--- config.mk ---
export PLATFORM = sky130hd
export DESIGN_NAME = channel_reduce_unit
export DESIGN_NICKNAME = d
export VERILOG_FILES = /design/src/rtl/channel_reduce_unit.sv
export SDC_FILE = /design/constraint.sdc
export NUM_CORES = 1
export LEC_CHECK = 0
export CAP_MARGIN = 30
export CORE_ASPECT_RATIO = 1.1
export CORE_MARGIN = 2
export CORE_UTILIZATION = 55
export CTS_CLUSTER_SIZE = 30
export DETAILED_ROUTE_END_ITERATION = 8
export DONT_BUFFER_PORTS = 1
export PLACE_DENSITY = 0.8
export SETUP_SLACK_MARGIN = 0.15
export SLEW_MARGIN = 40
export SYNTH_ARGS = -nofsm -noshare
export SYNTH_HDL_FRONTEND = slang
export SYNTH_SLANG_ARGS = --single-unit
--- constraint.sdc ---
create_clock -name clk -period 3.2 [get_ports clk]
set_input_delay 0.32 -clock clk [delete_from_list [all_inputs] [get_ports clk]]
set_output_delay 0.32 -clock clk [all_outputs]
set_load 0.01 [all_outputs]
--- src/rtl/channel_reduce_unit.sv ---
// ---------------------------------------------------------------------------
// channel_reduce_unit
//
// Purpose:
//   Streams the IN_CH channel samples of one spatial position, one sample per
//   accepted beat. It produces the channel-wise mean and the channel-wise max
//   of that position together, as the pair of maps that the spatial gate
//   concatenates. The mean is computed as a multiply by a rounded reciprocal
//   constant, so IN_CH does not have to be a power of two. The result is then
//   saturated to the signed DATA_W range.
//
// Configuration macro:
//   CHRED_ROUND_EN - when defined, the mean rounds half-up.
//                    When undefined, the mean is floored with a truncating
//                    arithmetic shift, which matches the older mean block.
//                    The max path is the same in both builds.
//
// Ports:
//   clk      in   1       single clock, all state updates on the rising edge
//   rst      in   1       synchronous active-high reset
//   i_valid  in   1       input sample valid
//   i_ready  out  1       block can accept a sample (high only while collecting)
//   i_data   in   DATA_W  signed channel sample
//   o_valid  out  1       result pair valid, held until accepted
//   o_ready  in   1       downstream accepts the result pair
//   o_mean   out  DATA_W  signed channel mean
//   o_max    out  DATA_W  signed channel max
// ---------------------------------------------------------------------------
module channel_reduce_unit #(
  parameter int DATA_W      = 8,
  parameter int IN_CH       = 8,
  parameter int ACC_W       = 32,
  parameter int RECIP_SHIFT = 16
) (
  input  logic                     clk,
  input  logic                     rst,
  input  logic                     i_valid,
  output logic                     i_ready,
  input  logic signed [DATA_W-1:0] i_data,
  output logic                     o_valid,
  input  logic                     o_ready,
  output logic signed [DATA_W-1:0] o_mean,
  output logic signed [DATA_W-1:0] o_max
);

  localparam int CNT_W  = (IN_CH > 1) ? $clog2(IN_CH) : 1;
  localparam int PROD_W = ACC_W + RECIP_SHIFT + 1;
  localparam int RECIP  = ((2 ** RECIP_SHIFT) + IN_CH / 2) / IN_CH;

  localparam logic signed [PROD_W-1:0] RECIP_C = PROD_W'(RECIP);
`ifdef CHRED_ROUND_EN
  localparam logic signed [PROD_W-1:0] RND_C = PROD_W'(1) << (RECIP_SHIFT - 1);
`else
  localparam logic signed [PROD_W-1:0] RND_C = '0;
`endif
  // The lower bound is the bitwise complement of the upper bound
  // in two's complement: ~(2^(n-1)-1) == -2^(n-1).
  localparam logic signed [PROD_W-1:0] MEAN_HI = PROD_W'((2 ** (DATA_W - 1)) - 1);
  localparam logic signed [PROD_W-1:0] MEAN_LO = ~MEAN_HI;

  generate
    if (IN_CH < 2) begin : g_bad_in_ch
      $error("channel_reduce_unit: IN_CH must be at least 2");
    end
    if (ACC_W < DATA_W + CNT_W) begin : g_bad_acc_w
      $error("channel_reduce_unit: ACC_W must be at least DATA_W + clog2(IN_CH)");
    end
  endgenerate

  typedef enum logic [1:0] {
    S_ACC,
    S_DIV,
    S_OUT
  } state_t;

  state_t                    state;
  state_t                    next_state;
  logic [CNT_W-1:0]          ch_cnt;
  logic signed [ACC_W-1:0]   acc;
  logic signed [DATA_W-1:0]  max_reg;
  logic                      accept;
  logic                      last_ch;
  logic signed [ACC_W-1:0]   sample_ext;
  logic signed [PROD_W-1:0]  acc_ext;
  logic signed [PROD_W-1:0]  prod;
  logic signed [PROD_W-1:0]  rounded;
  logic signed [PROD_W-1:0]  quot;
  logic signed [DATA_W-1:0]  mean_sat;

  // i_ready is a pure decode of the state register.
  // This keeps o_ready from reaching the input side combinationally.
  assign i_ready    = (state == S_ACC);
  assign accept     = i_valid && i_ready;
  assign last_ch    = (ch_cnt == CNT_W'(IN_CH - 1));
  assign sample_ext = ACC_W'(i_data);

  // Mean = acc * round(2^RECIP_SHIFT / IN_CH), scaled back down.
  // PROD_W is wide enough for the worst-case product, so the multiply cannot wrap.
  assign acc_ext = PROD_W'(acc);
  assign prod    = acc_ext * RECIP_C;
  assign rounded = prod + RND_C;
  assign quot    = rounded >>> RECIP_SHIFT;

  // Saturation only matters at the extremes,
  // where rounding up can push past the most positive code.
  always_comb begin
    mean_sat = quot[DATA_W-1:0];
    if (quot > MEAN_HI) begin
      mean_sat = MEAN_HI[DATA_W-1:0];
    end else if (quot < MEAN_LO) begin
      mean_sat = MEAN_LO[DATA_W-1:0];
    end
  end

  // State register; reset drops any partial group and returns to collecting.
  always_ff @(posedge clk) begin
    if (rst) begin
      state <= S_ACC;
    end else begin
      state <= next_state;
    end
  end

  // Next-state decode: collect IN_CH beats, spend one cycle dividing,
  // then hold the result until downstream takes it.
  always_comb begin
    next_state = state;
    case (state)
      S_ACC: if (accept && last_ch) next_state = S_DIV;
      S_DIV: next_state = S_OUT;
      S_OUT: if (o_ready) next_state = S_OUT == state ? S_ACC : state;
      default: next_state = S_ACC;
    endcase
  end

  // Datapath. The first beat of a group loads acc and max_reg directly,
  // so nothing from the previous group leaks into the next one.
  always_ff @(posedge clk) begin
    if (rst) begin
      ch_cnt  <= '0;
      acc     <= '0;
      max_reg <= '0;
      o_valid <= 1'b0;
      o_mean  <= '0;
      o_max   <= '0;
    end else begin
      case (state)
        S_ACC: begin
          if (accept) begin
            if (ch_cnt == '0) begin
              acc     <= sample_ext;
              max_reg <= i_data;
            end else begin
              acc <= acc + sample_ext;
              if (i_data > max_reg) begin
                max_reg <= i_data;
              end
            end
            if (last_ch) begin
              ch_cnt <= '0;
            end else begin
              ch_cnt <= ch_cnt + CNT_W'(1);
            end
          end
        end
        S_DIV: begin
          o_mean  <= mean_sat;
          o_max   <= max_reg;
          o_valid <= 1'b1;
        end
        S_OUT: begin
          if (o_ready) begin
            o_valid <= 1'b0;
          end
        end
        default: begin
        end
      endcase
    end
  end

endmodule

-- Word level (Yosys, flattened, before mapping)
Index checks and enable logic that the tools add are counted.
- flip-flop bits (word level): 62
- logic and storage cells: 41
- output and inout bits: 18
- input port bits: 12
- mux-type cells: 12
- add/sub/neg operators: 2
- equality and inequality tests: 7
- $lt $le $gt $ge: 3
- reduce and logical (&&, ||, !) cells: 10
- operators with widths (kind ; count):
    adder 32 x 8 -> 32 bit ; 1
    two-way mux 32 bit ; 1
    two-way mux 8 bit ; 4
    > comparator 29 x 8 -> 1 bit, second input constant ; 1
    less-than comparator 29 x 8 -> 1 bit, second input constant ; 1
    > comparator 8 bit ; 1
    two-way mux 2 bit ; 3
    case mux 2 bit (3 select lines) ; 1
    AND reduction 3 bit ; 2
    inequality test 2 bit, second input constant ; 2
    AND reduction 2 bit ; 2
    nonzero test 2 bit ; 2
    adder 3 x 1 -> 3 bit, second input constant ; 1
    == test 3 bit, second input constant ; 1
    logical NOT 3 bit ; 1
    two-way mux 3 bit ; 1
    == test 2 x 1 -> 1 bit, second input constant ; 1
    == test 2 bit, first input constant ; 1
    == test 2 bit, second input constant ; 1
    logical AND 1 bit ; 2
    logical NOT 2 bit ; 1
    inequality test 2 x 1 -> 1 bit, second input constant ; 1
    case mux 1 bit (2 select lines) ; 1
    two-way mux 1 bit ; 1

-- Depth between registers and ports, before layout
Gate-level depths: netlist of run 1.
- depth after elaboration: 5
- depth in mapped cells: 11

-- Least setup slack after synthesis of run 1
Ideal clock, no wire load.
- path kind: input to register
- from: in i_data[0]
- to: reg acc[26]
- arrival time: 2.773 ns
- stages: 11
- slack: 0.309 ns
- data required time: 3.081 ns
- cells stage by stage: ha_1 > fa_1 > a21o_1 > a221oi_2 > o31ai_1 > a31oi_1 > o21ai_1 > a31oi_1 > o21ai_1 > xor2_1 > o221a_1
- longest elaborated chain between the ends: 2
- ends and longest elaborated chain (item ; line ; source):
    start: declaration ; 39 ; input logic signed [DATA_W-1:0] i_data,
    adder 32 x 8 -> 32 bit ; 154 ; acc <= acc + sample_ext;
    two-way mux 32 bit ; 150 ; if (ch_cnt == '0) begin
    end signal: assignment ; 151 ; acc <= sample_ext;
    end signal: assignment ; 154 ;
    end: declaration ; 79 ; logic signed [ACC_W-1:0] acc;
Every way passes these cells.
A chain may end at the register's enable or synchronous reset.

-- Final worst setup path of run 1
- from: reg acc[0]
- to: reg acc[30]
- longest elaborated chain between the ends: 2
- ends and longest elaborated chain (item ; line):
    adder 32 x 8 -> 32 bit ; 154
    two-way mux 32 bit ; 150
Every way passes these cells.

==> impl_results.md, run 1 <==
- Outcome: complete, no violations
- Area of the multi-input gates: 0.00279 mm²
- Arrival time worst endpoint: roughly 3.2 ns
- Synth-to-layout area growth: 8.54%
- Crit path max fanout: 3
- TritonCTS clock tree: done
- F_max: between 300 and 400 MHz
- Fin. max-slew vios: 0
- Async set-or-reset flop fraction in the synthesized netlist: 0
- First drt pass iteration count: 4
- Top_reg_cell synth: dfxtp_1
- Max clock buf depth: 2
- Clk slew on worst S/H paths: 0.08 ns
- Yosys warning count: 0
- Yosys reg bits: 62
- Fillcell total: 640
- Unrepaired setup endpoints after global routing: true
- Die H: between 90 and 100 µm
- PwrDens: ~520 mW/mm²
- CTS root buf: clkbuf_8
- Total global routing track utilization: 0.247
- CP max-delay cell: o31ai_1
- Post-synthesis xor/xnor area fraction: 0.0589
- Post-route clock period utilization: 0.944
- Die area: about 0.0083 mm²
- Register Area: roughly 0.0012 mm²
- Vias in the first global route: 3558
- TNS Setup: 0 ns
- Starting density of the core: 0.563
- Final number of setup-violating endpoints: 0
- Syn Std Cell Area: 0.00416 mm²
- Pwr Total: around 2.4 mW
- Antenna cell count: 0
- Max reg flops: 32
- VDD IR max: about 0.00019 V
- Slew @ Worst Pin: slightly below 0.7 ns
- Inserted Clock Buffers: 9
- Cell area after layout: 0.00452 mm²
- Final core occ: 0.611
- Fin crit period: around 3 ns
- Min-delay worst type: input port to flip-flop
- Leading cell type in the layout, fill and taps excluded: a21oi_1
- Crit-path max cell delay: about 0.45 ns
- Sequential fraction of the synthesis area: 0.298
- Std cell rows: 33
- Core area: 0.00739 mm²
- Netlist cell types: 57
- CP top delay family: compound AO/OA/AOI/OAI gates
- Largest net degree at the start of global routing: between 50 and 60
- Flop2flop setup slack: ~0.18 ns
- Die Wd: just under 90 µm
- Pleak: around 2.0 nW
- GPL Wtd Cong: ~0.97
- Worst hold slack: around 0.045 ns
- Final nets: 574
- Clock Sink Count: slightly above 60
- Number of I/O pins: 30
- Vias: ~3800
- Vias per std cell: a little over 6
- Most frequent cells in the layout: a21oi_1 (68), nand2_1 (65), dfxtp_1 (62)
- Clock latency on the worst-skew pair: approximately 0.34 ns
- Startpoint Class: flip-flop
- Worst EP required: between 3 and 4 ns
- Post-synthesis area per instance: roughly 8.0 µm²
- Top reg by flops: acc
- Slew headroom: 0.541
- Synth Area in Adders: 0.131
- H-Tree Depth: 3
- Post-Synth Simple-Gate Area: 0.197
- DRT Wirelength: 9970 µm
- Hold Buf Count CTS: 0
- Antenna-violating nets left: 0
- Fraction of synthesized area in multiplexers: 0.0192
- Syn Nets: a little under 600
- Layout Skew: 0.0111 ns
- GR Overflow Total: 0
- Port Buffers: 0
- Critical Path Sink Type: flip-flop
- Worst-path cell chain: ha_1 > fa_1 > a21o_1 > a221oi_2 > o31ai_1 > a31oi_2 > o21ai_1 > a31oi_1 > buf_4 > o41ai_2 > xnor2_1 > a21oi_1
- Placed inst area: 0.00424 mm²
- Final Hold Viols: 0
- Detail Placement HPWL: ~7100 µm
- WL per Instance: between 15 and 20 µm
- DR iter-0 viols: 173
- Drc violations: 0
- First-pass GRT wire length: 16300 µm
- EDFF count, synth: 0
- Initial antenna violation count: 0
- Buf/Inv on CP: 1
- Setup CP Type: flip-flop to flip-flop
- Share of cells above drive strength 1: 0.0668
- Max-cap viol count: 0
- Synth Area in Compound Gates: 0.260
- Largest family of logic cells by synthesized area: compound AO/OA/AOI/OAI gates
- Syn Inst Count: roughly 520
==> path summary, 6_finish.rpt <==
check,depth (start not counted),from,endpoint
min reg2reg,2,acc[2]$_SDFFE_PP0P_,acc[2]$_SDFFE_PP0P_
max,12,acc[0]$_SDFFE_PP0P_,acc[30]$_SDFFE_PP0P_
max reg2reg,12,acc[0]$_SDFFE_PP0P_,acc[30]$_SDFFE_PP0P_
min,1,rst,max_reg[0]$_SDFFE_PP0P_
==> where the power goes <==
part | internal [mW] | total [mW] | switching [mW]
sequential | 0.820 | 0.872 | 0.0513
combinational | 0.273 | 0.627 | 0.354
clock | 0.522 | 0.860 | 0.339
==> kinds of logic (layout without fill, tap and decap cells) <==
| logic type | after synthesis | count (layout) |
|---|---|---|
| AOI/OAI and AO/OA | 167 | 167 |
| xor gates and xnor gates | 28 | 28 |
| adders and majority gates | 43 | 43 |
| buffers and inverters | 40 | 41 |
| DFF | 62 | 62 |
| muxes | 8 | 8 |
| and+or+nand+nor | 175 | 175 |
==> synthesized netlist by cell type (3+ instances only) <==
cell type | count | area (µm²)
a21oi_1 | 68 | 340
nand2_1 | 65 | 244
dfxtp_1 | 62 | 1240
nor2_1 | 44 | 165
ha_1 | 42 | 526
a21o_1 | 23 | 173
clkbuf_1 | 23 | 86.3
o21ai_0 | 23 | 115
nor3_1 | 18 | 90.1
inv_1 | 16 | 60.1
xor2_1 | 15 | 131
xnor2_1 | 13 | 114
mux2i_1 | 8 | 80.1
nand4_1 | 8 | 50.1
nand3_1 | 7 | 35.0
a311oi_1 | 6 | 52.6
a31oi_1 | 5 | 31.3
and3_1 | 5 | 31.3
nand2b_1 | 5 | 31.3
nor4_1 | 5 | 31.3
o211ai_1 | 5 | 37.5
o21bai_1 | 4 | 30.0
o31ai_1 | 4 | 30.0
a211oi_1 | 3 | 22.5
and4_1 | 3 | 26.3
nor2b_1 | 3 | 18.8
nor3b_1 | 3 | 22.5
o21ai_1 | 3 | 15.0
==> layer usage <==
metal  global-route usage  up-vias  wire length [µm]
met2                0.421       92              4930
met1                0.307     1797              4380
met3               0.0459       17               481
li1                     -     1906                 -
met5                    0        -                 0
met4               0.0938        0               177
==> final cells by class <==
class	instances	share of cell area
Sequential cell	62	0.275
Multi-Input combinational cell	421	0.619
Timing Repair Buffer	9	0.0150
Inverter	16	0.0133
Clock buffer	9	0.0274
Clock inverter	7	0.0269
Tap cell	87	0.0241
==> metrics by stage <==
stage	setup WS, ns	std cells
3_3_place_gp	0.240	594
3_5_place_dp	0.167	594
6_report	0.181	611
5_1_grt	0.0455	611
4_1_cts	0.190	610
2_1_floorplan	0.309	523
==> repair_timing <==
| item | CTS | global route |
|---|---|---|
| setup endpoints to repair | 2 | 7 |
| setup buffers | 0 | 1 |
| pin swaps | 0 | 2 |
| gates cloned | 0 | 0 |
| endpoints found under the hold margin | 0 | 0 |
| resized for setup | 1 | 2 |
(Power assumes the default switching activity.)
==> run 2, diff against run 1 <==
--- a/config.mk
+++ b/config.mk
@@ -6,15 +6,18 @@
 export NUM_CORES = 1
 export LEC_CHECK = 0
 export CAP_MARGIN = 30
+export CELL_PAD_IN_SITES_DETAIL_PLACEMENT = 1
+export CELL_PAD_IN_SITES_GLOBAL_PLACEMENT = 1
 export CORE_ASPECT_RATIO = 1.1
 export CORE_MARGIN = 2
-export CORE_UTILIZATION = 55
+export CORE_UTILIZATION = 48
 export CTS_CLUSTER_SIZE = 30
 export DETAILED_ROUTE_END_ITERATION = 8
 export DONT_BUFFER_PORTS = 1
-export PLACE_DENSITY = 0.8
+export PLACE_DENSITY = 0.9
 export SETUP_SLACK_MARGIN = 0.15
 export SLEW_MARGIN = 40
 export SYNTH_ARGS = -nofsm -noshare
 export SYNTH_HDL_FRONTEND = slang
 export SYNTH_SLANG_ARGS = --single-unit
+export TNS_END_PERCENT = 30
==> impl_results.md, run 2 (same netlist as run 1, synthesis figures left out) <==
- Clock latency on the worst-skew pair: 0.36 ns (+0.02 ns)
- Clk slew on worst S/H paths: 0.08 ns (about the same)
- Detail Placement HPWL: 8830 µm (+25%)
- Max reg flops: 32 (unchanged)
- Placed inst area: 0.00428 mm² (+0.89%)
- Arrival time worst endpoint: 3.27 ns (+0.04 ns)
- Layout Skew: 0.0110 ns (-0.000111 ns)
- Largest net degree at the start of global routing: 57 (unchanged)
- Pleak: 1.98 nW (-0.46%)
- F_max: 332 MHz (+0.39%)
- HP Start: rst
- Outcome: complete, no violations
- WL per Instance: 20.3 µm (+24%)
- Slew @ Worst Pin: 0.774 ns (+0.0883 ns)
- Inserted Clock Buffers: 9 (unchanged)
- Leading cell type in the layout, fill and taps excluded: a21oi_1
- First-pass GRT wire length: 19900 µm (+22%)
- Worst EP required: 3.46 ns (+0.05 ns)
- Critical Path Sink Type: flip-flop
- Min-delay worst type: input port to flip-flop
- GPL Wtd Cong: 0.907 (-6.1%)
- Register Area: 0.00124 mm² (unchanged)
- Drc violations: 0 (unchanged)
- Number of I/O pins: 30 (unchanged)
- Post-route clock period utilization: 0.940 (-0.00366)
- Fin. max-slew vios: 0 (unchanged)
- Cell area after layout: 0.00456 mm² (+0.86%)
- Fillcell total: 1045 (+63%)
- Fin crit period: 3.01 ns (-0.0117 ns)
- DRT Wirelength: 12900 µm (+30%)
- Share of cells above drive strength 1: 0.0913 (+0.0245)
- Final WS setup: 0.192 ns (+0.0117 ns)
- Max-cap viol count: 0 (unchanged)
- Final number of setup-violating endpoints: 0 (unchanged)
- RR Startpoint: acc[1]$_SDFFE_PP0P_
- CTS root buf: clkbuf_8
- Synth-to-layout area growth: 9.47%
- Post-place setup slack: 0.108 ns (-0.0581 ns)
- Slew headroom: 0.483 (-0.0582)
- Core area: 0.00841 mm² (+14%)
- Antenna-violating nets left: 0 (unchanged)
- Initial antenna violation count: 0 (unchanged)
- Port Buffers: 0 (unchanged)
- Area of the multi-input gates: 0.00286 mm² (+2.3%)
- Top reg by flops: acc
- Clock Sink Count: 62 (unchanged)
- Total global routing track utilization: 0.266 (+0.0194)
- Die area: 0.00943 mm² (+14%)
- Die H: 102 µm (+6.7%)
- TritonCTS clock tree: done
- GR Overflow Total: 0 (unchanged)
- Die Wd: 92.8 µm (+6.7%)
- Crit path max fanout: 4 (+1)
- Vias: 4055 (+6.4%)
- Final Hold Viols: 0 (unchanged)
- TNS Setup: 0 ns (unchanged)
- PwrDens: 483 mW/mm² (-7.5%)
- Crit path from: acc[1]$_SDFFE_PP0P_
- H-Tree Depth: 3 (unchanged)
- Most frequent cells in the layout: a21oi_1 (67), nand2_1 (65), dfxtp_1 (62)
- Unrepaired setup endpoints after global routing: true
- DR iter-0 viols: 209 (+21%)
- First drt pass iteration count: 5 (+1)
- Vias in the first global route: 4094 (+15%)
- Final nets: 576 (+0.35%)
- Vias per std cell: 6.37 (+2.0%)
- Setup CP Type: flip-flop to flip-flop
- Max clock buf depth: 2 (unchanged)
- Startpoint Class: flip-flop
- Starting density of the core: 0.495 (-0.0681)
- Antenna cell count: 0 (unchanged)
- VDD IR max: 0.000184 V (-1.3%)
- Std cell rows: 35 (+6.1%)
[run 2: cell types whose count changed in the layout (fill, tap and decap cells not counted), moves of 2 or more]
cell,delta
o31ai_2,+3
buf_4,+2
o31ai_1,-3
bufinv_16,-3
clkinv_2,+2
[run 2: final cells by class]
class | count | area share
Clock inverter | 7 | 0.0110
Timing Repair Buffer | 11 | 0.0181
Sequential cell | 62 | 0.272
Tap cell | 111 | 0.0305
Clock buffer | 9 | 0.0272
Multi-Input combinational cell | 421 | 0.628
Inverter | 16 | 0.0132
[run 2: power by group]
group	total, mW	internal (mW)	switching [mW]
combinational	0.690	0.289	0.402
clock	0.633	0.283	0.350
sequential	0.876	0.820	0.0562
total	2.20	1.39	0.808
[run 2: what timing repair did]
action / in CTS / in global routing
hold buffers: 0 / 0
cloned: 0 / 0
buffers inserted: 0 / 2
pin swaps: 1 / 6
gates resized for setup: 2 / 13
endpoints found under the setup margin: 6 / 6
[run 2: worst paths after layout]
path	slack (ns)	cells past startpoint	to
worst max-delay path	0.19	12	acc[23]$_SDFFE_PP0P_
worst min-delay path	0.03	1	ch_cnt[1]$_SDFFE_PP0P_
worst max register to register	0.19	12	acc[23]$_SDFFE_PP0P_
worst min register to register	0.46	2	acc[2]$_SDFFE_PP0P_
[run 2: layer usage]
metal,GRT usage,routed length (µm)
met3,0.0491,503
met5,0,0
met4,0.106,451
met2,0.479,6690
met1,0.312,5280
[run 2: worst max-delay path: stages (launching register included)]
cell and delay, ns:
dfxtp_1 0.41, ha_1 0.27, a211oi_1 0.24, o21bai_1 0.16, o22a_1 0.26, nor4_4 0.35
buf_4 0.19, o211ai_2 0.16, a211oi_2 0.25, buf_4 0.15, o21a_1 0.11, o21ai_1 0.08
a211oi_2 0.27
[run 2: stage by stage]
step	instances	hold slack [ns]	power (mW)	utilization
3_5_place_dp	619	0.396	1.52	0.509
3_3_place_gp	619	0.395	1.48	0.509
5_1_grt	637	0.0109	2.32	0.542
4_1_cts	635	0.0136	2.15	0.531
6_report	637	0.0253	2.20	0.542
2_1_floorplan	523	0.436	1.37	-
